[config.mk]
export PLATFORM = sky130hd
export DESIGN_NAME = gfas_frame_rx
export DESIGN_NICKNAME = d
export VERILOG_FILES = /design/src/rtl/frame_rx_pkg.sv /design/src/rtl/frame_rx_word_pack.sv /design/src/rtl/gfas_frame_rx.sv
export SDC_FILE = /design/constraint.sdc
export NUM_CORES = 1
export LEC_CHECK = 0
export BUFFER_PORTS_ARGS = -buffer_cell sky130_fd_sc_hd__clkbuf_2
export CAP_MARGIN = 25
export CELL_PAD_IN_SITES_DETAIL_PLACEMENT = 1
export CELL_PAD_IN_SITES_GLOBAL_PLACEMENT = 1
export CORE_MARGIN = 10
export CORE_UTILIZATION = 40
export DETAILED_ROUTE_END_ITERATION = 8
export PLACE_DENSITY = 0.8
export SETUP_SLACK_MARGIN = 0.02
export SYNTH_ARGS = -nofsm -noshare
export SYNTH_HDL_FRONTEND = slang
export SYNTH_SLANG_ARGS = --single-unit
[constraint.sdc]
create_clock -name clk -period 3.53 [get_ports clk]
set_clock_uncertainty 0.2 [all_clocks]
set_input_delay 0.353 -clock clk [delete_from_list [all_inputs] [get_ports clk]]
set_output_delay 0.353 -clock clk [all_outputs]
set_load 0.02 [all_outputs]
[src/rtl/frame_rx_pkg.sv]
// Shared constants and state encoding for the GFAS register-write frame receiver.
package frame_rx_pkg;

  localparam int ETH_HDR_LEN  = 14;
  localparam int GFAS_HDR_LEN = 6;

  localparam logic [7:0] GFAS_HDR [GFAS_HDR_LEN] = '{8'hFA, 8'hF3, 8'hDE, 8'hAD, 8'hBE, 8'hEF};

  typedef enum logic [1:0] {
    ETH  = 2'd0,
    HDR  = 2'd1,
    PAY  = 2'd2,
    DROP = 2'd3
  } state_e;

endpackage

[src/rtl/frame_rx_word_pack.sv]
// Big-endian byte-to-word shadow packer; the shadow is copied to the register
// file on commit, including the byte written in the same cycle.
module frame_rx_word_pack #(
  parameter int Nregs = 16,
  parameter int IDX_W = 6
) (
  input  logic                   clk,
  input  logic                   rst_n,
  input  logic                   we,
  input  logic [IDX_W-1:0]       idx,
  input  logic [7:0]             data,
  input  logic                   commit,
  output logic                   dv,
  output logic [Nregs-1:0][31:0] wr_val
);

  logic [Nregs-1:0][31:0] shadow_q;
  logic [Nregs-1:0][31:0] shadow_d;

  // Byte 0 of a word lands in bits 31:24, so the lane is the inverted low index bits.
  always_comb begin
    shadow_d = shadow_q;
    if (we) begin
      shadow_d[idx[IDX_W-1:2]][{~idx[1:0], 3'b000} +: 8] = data;
    end
  end

  always_ff @(posedge clk or negedge rst_n) begin
    if (!rst_n) begin
      shadow_q <= '0;
      wr_val   <= '0;
      dv       <= 1'b0;
    end else begin
      if (we) begin
        shadow_q <= shadow_d;
      end
      if (commit) begin
        wr_val <= shadow_d;
      end
      dv <= commit;
    end
  end

endmodule

[src/rtl/gfas_frame_rx.sv]
// GFAS register-write frame parser on an FWFT FIFO read port.
// Optional header byte check enabled by defining FRAME_RX_HDR_CHECK_EN.
module gfas_frame_rx
  import frame_rx_pkg::*;
#(
  parameter int Nregs = 16
) (
  input  logic                   clk,
  input  logic                   rst_n,
  input  logic                   rx_fifo_tvalid,
  output logic                   rx_fifo_tready,
  input  logic [7:0]             rx_fifo_tdata,
  input  logic                   rx_fifo_tlast,
  input  logic                   rx_fifo_tuser,
  output logic                   dv_out,
  output logic [Nregs-1:0][31:0] wr_val,
  output state_e                 state
);

  // Handshake: a byte transfers on every clk edge where tvalid && tready;
  // tready is low only in reset, so the parser never backpressures the FIFO.
  localparam int PAY_LEN = Nregs * 4;
  localparam int IDX_W   = $clog2(PAY_LEN);
  localparam int CNT_W   = (IDX_W > 4) ? IDX_W : 4;

  state_e           state_q, state_d;
  logic [CNT_W-1:0] cnt_q, cnt_d;
  logic             beat;
  logic             hdr_bad;
  logic             pay_we;
  logic             commit;

  assign beat  = rx_fifo_tvalid && rx_fifo_tready;
  assign state = state_q;

`ifdef FRAME_RX_HDR_CHECK_EN
  assign hdr_bad = (rx_fifo_tdata != GFAS_HDR[cnt_q[2:0]]);
`else
  assign hdr_bad = 1'b0;
`endif

  always_ff @(posedge clk or negedge rst_n) begin
    if (!rst_n) begin
      state_q        <= ETH;
      cnt_q          <= '0;
      rx_fifo_tready <= 1'b0;
    end else begin
      state_q        <= state_d;
      cnt_q          <= cnt_d;
      rx_fifo_tready <= 1'b1;
    end
  end

  // A tlast beat before the final payload byte always ends the frame without commit.
  always_comb begin
    state_d = state_q;
    cnt_d   = cnt_q;
    pay_we  = 1'b0;
    commit  = 1'b0;
    if (beat) begin
      case (state_q)
        ETH: begin
          if (rx_fifo_tlast) begin
            cnt_d = '0;
          end else if (cnt_q == CNT_W'(ETH_HDR_LEN - 1)) begin
            state_d = HDR;
            cnt_d   = '0;
          end else begin
            cnt_d = cnt_q + 1'b1;
          end
        end
        HDR: begin
          cnt_d = '0;
          if (rx_fifo_tlast) begin
            state_d = ETH;
          end else if (hdr_bad) begin
            state_d = DROP;
          end else if (cnt_q == CNT_W'(GFAS_HDR_LEN - 1)) begin
            state_d = PAY;
          end else begin
            cnt_d = cnt_q + 1'b1;
          end
        end
        PAY: begin
          pay_we = 1'b1;
          cnt_d  = '0;
          if (cnt_q == CNT_W'(PAY_LEN - 1)) begin
            if (!rx_fifo_tlast) begin
              state_d = DROP;
            end else begin
              state_d = ETH;
              commit  = !rx_fifo_tuser;
            end
          end else if (rx_fifo_tlast) begin
            state_d = ETH;
          end else begin
            cnt_d = cnt_q + 1'b1;
          end
        end
        DROP: begin
          cnt_d = '0;
          if (rx_fifo_tlast) begin
            state_d = ETH;
          end
        end
        default: begin
          state_d = ETH;
          cnt_d   = '0;
        end
      endcase
    end
  end

  frame_rx_word_pack #(
    .Nregs (Nregs),
    .IDX_W (IDX_W)
  ) u_word_pack (
    .clk    (clk),
    .rst_n  (rst_n),
    .we     (pay_we),
    .idx    (cnt_q[IDX_W-1:0]),
    .data   (rx_fifo_tdata),
    .commit (commit),
    .dv     (dv_out),
    .wr_val (wr_val)
  );

endmodule

==> metrics.md <==
| Metric | Value |
|---|---|
| Highest clock rate | `318.5 MHz` |
| Power density cells | `between 500 and 600 nW/um2` |
| DR iter-0 viols | `~2900` |
| Slew @ Worst Pin | `between 0.8 and 0.9 ns` |
| Ys flop type | `dfrtp_1` |
| Compound-Gate Fraction of Synth Area | `0.08342` |
| Cell area after layout | `48060 um2` |
| Worst min-delay path class | `in2async` |
| Crit path cell chain | `ha_1 > and3_1 > nand3_4 > or3b_1 > clkinv_16 > buf_12 > nor2_1 > a31oi_1` |
| Die H | `about 340 um` |
| IO Pins | `about 530` |
| Die area | `about 110000 um2` |
| Worst setup EP type | `flop` |
| Layout Utilization | `0.4877` |
| EDFF count, synth | `0` |
| Pin count of the biggest net entering global routing | `121` |
| # setup viols final | `0` |
| Fin Setup TNS | `0 ns` |
| Average size of a mapped cell | `roughly 9.8 um2` |
| Initial core utilization | `0.4043` |
| Synth area leaders | `dfrtp_1, nand2_1, a31oi_1` |
| Minimum clock period | `3.139 ns` |
| Post-synth cell types | `39` |
| Worst Setup Start Kind | `flop` |
| CP delay by family, top | `simple AND/OR/NAND/NOR gates` |
| # port buffers | `approximately 530` |
| Crit path kind | `reg2reg` |
| Slowest stage delay, CP | `between 0.5 and 0.6 ns` |
| Die X | `between 300 and 400 um` |
| First-pass GRT wire length | `226700 um` |
| Routed Antenna Nets | `0` |
| DP Area | `between 40000 and 50000 um2` |
| Total CTS buffers | `between 100 and 150` |
| Routed wire length per instance | `about 26 um` |
| Post-Synth Adder-Cell Area | `0.001256` |
| CTS-repair resized insts | `0` |
| CTS tree | `yes` |
| Hold_buf cts | `12` |
| Placed insts | `roughly 5700` |
| Max-cap check violation count | `0` |
| Gp weighted congestion | `0.8460` |
| Final Slew Violations | `0` |
| Cell Rows | `between 100 and 150` |
| Post-place setup slack | `about 0.55 ns` |
| Final count of hold timing violations | `0` |
| Core Footprint | `around 100000 um2` |
| Largest family of logic cells by synthesized area | `simple AND/OR/NAND/NOR gates` |
| Status | `completed` |
| Ys Warns | `0` |
| Area share of the largest cell type after synthesis | `0.6442` |
| Clock Sink Count | `1026` |
| WP buf/inv | `2` |
| Clock root buffer master | `clkbuf_16` |
| GRT overflow | `0` |
| Fillers | `between 10000 and 15000` |
| Postcts setup bufs | `0` |
| Vias in the first global route | `around 36000` |
| VDD IR-drop max | `0.4397 mV` |
| Multi-input logic area | `about 13000 um2` |
| Leading area contributor after synthesis | `dfrtp_1` |
| Number of H-tree levels | `3` |
| Worst setup margin | `between 0.3 and 0.4 ns` |
| Clock Pin Slew Worst Setup and Hold Paths | `~0.060 ns` |
| RSZ-0062 raised after global routing | `no` |
| P_leak | `25.61 nW` |
| Non-filler cells in the finished layout | `between 5000 and 6000` |
| Seq/Total Area, Yosys | `0.6442` |
| GRT Util Overall | `0.2634` |
| # diodes | `0` |
| # DRC | `0` |
| Vias | `between 30000 and 40000` |
| Register bit total from synthesis | `between 1000 and 1500` |
| Crit path arrival time | `3.54 ns` |
| Worst-case clock buffer depth | `3` |
| Post-Synth Simple-Gate Area | `0.2264` |
| FF/Latch Area | `around 26000 um2` |
| Syn Nets | `roughly 4100` |
| Max_slew headroom | `0.4189` |
| Via/cell ratio | `roughly 5.7` |
| Multiplexer share of the synthesized area | `0` |
| Worst EP required | `between 3 and 4 ns` |
| Post-DP HPWL | `a little over 100000 um` |
| Post-synthesis to final-layout area growth | `20.60%` |
| Nets@finish | `roughly 4600` |
| Layout cells sized above 1 | `0.1961` |
| Post-Syn Area | `~40000 um2` |
| Crit share post-route | `0.8893` |
| Synth Instances | `~4000` |
| Most frequent cell after synthesis | `nand2_1` |
| Asr flop ratio synth | `1.000` |
| Fraction of synthesized cell area in xor and xnor cells | `0` |
| Initial antenna violation count | `3` |
| CP max-delay cell | `dfrtp_1` |
| Post-synth top cells | `nand2_1, dfrtp_1, nor2_1` |
| Routed WL | `between 150000 and 200000 um` |
| Clock Latency Late Sink | `0.70 ns` |
| CP max FO | `117` |
| 1st-pass router iterations | `5` |
==> through the flow <==
| stage | power (mW) | hold slack (ns) |
|---|---|---|
| 3_5_place_dp | 13.25 | 0.1985 |
| 4_1_cts | 24.93 | 0.03623 |
| 6_report | 24.75 | 0.02890 |
| 2_1_floorplan | 12.29 | -0.1426 |
| 5_1_grt | 25.48 | 0.06815 |
| 3_3_place_gp | 13.24 | 0.1958 |
==> worst paths after layout <==
kind	from	endpoint	slack, ns	cells after the start
setup / recovery	cnt_q[0]	u_word_pack.wr_val[511]	0.39	8
hold / removal	rst_n	u_word_pack.wr_val[234]	0.03	2
setup reg to reg	cnt_q[0]	u_word_pack.wr_val[511]	0.39	8
hold reg to reg	u_word_pack.shadow_q[326]	u_word_pack.shadow_q[326]	0.27	2
max in group asynchronous	rst_n	u_word_pack.wr_val[490]	1.86	3
min in group clk	u_word_pack.shadow_q[326]	u_word_pack.shadow_q[326]	0.27	2
==> kinds of logic after synthesis <==
| logic type | after synthesis |
|---|---|
| DFF | 1026 |
| other | 1 |
| AOI/OAI and AO/OA | 533 |
| and+or+nand+nor | 2180 |
| buffers and inverters | 303 |
| adders and majority gates | 4 |
==> sequential cells by signal (all words and copies together), names as in the netlist <==
register	flops
rx_fifo_tready	1
state	2
cnt_q	6
u_word_pack.dv	1
u_word_pack.shadow_q	504
u_word_pack.wr_val	512
==> area by class of cell <==
cell class	instances	area share
Inverter	5	0.0009371
Multi-Input combinational cell	2718	0.2610
Clock buffer	161	0.06539
Timing Repair Buffer	696	0.09481
Tap cell	1287	0.03350
Clock inverter	40	0.01023
Sequential cell	1026	0.5342
==> per-layer routing <==
layer / up-vias / global-route usage / part of all wire
met2: 1135 / 0.4265 / 0.48
met1: 17410 / 0.3382 / 0.41
li1: 14700 / - / -
met4: 4 / 0.1202 / 0.046
met5: - / 0 / 0.00013
met3: 306 / 0.05289 / 0.064
==> worst register-to-register path, cell delays in order (launching register included) <==
cell,delay [ns]
dfrtp_1,0.54
ha_1,0.22
and3_1,0.25
nand3_4,0.07
or3b_1,0.53
clkinv_16,0.26
buf_12,0.63
nor2_1,0.13
a31oi_1,0.21
==> where the power goes <==
group | leakage [nW] | switching, mW | total (mW) | internal [mW]
clock network | 1.79 | 4.94 | 11.7 | 6.76
registers | 14.3 | 0.0190 | 11.8 | 11.8
logic | 9.48 | 1.00 | 1.25 | 0.252
==> placed cells by master, fill, tap and decap left out, types with 21 or more instances in the layout <==
| cell type | instances |
|---|---|
| clkinv_2 | 21 |
| and2_2 | 32 |
| nand3_1 | 507 |
| nor2_1 | 506 |
| clkbuf_2 | 527 |
| clkbuf_1 | 30 |
| buf_4 | 107 |
| clkbuf_8 | 22 |
| buf_12 | 49 |
| nand2_1 | 1097 |
| dfrtp_1 | 1026 |
| clkbuf_16 | 109 |
| a31oi_1 | 504 |
Power figures use the tool's default switching activity.
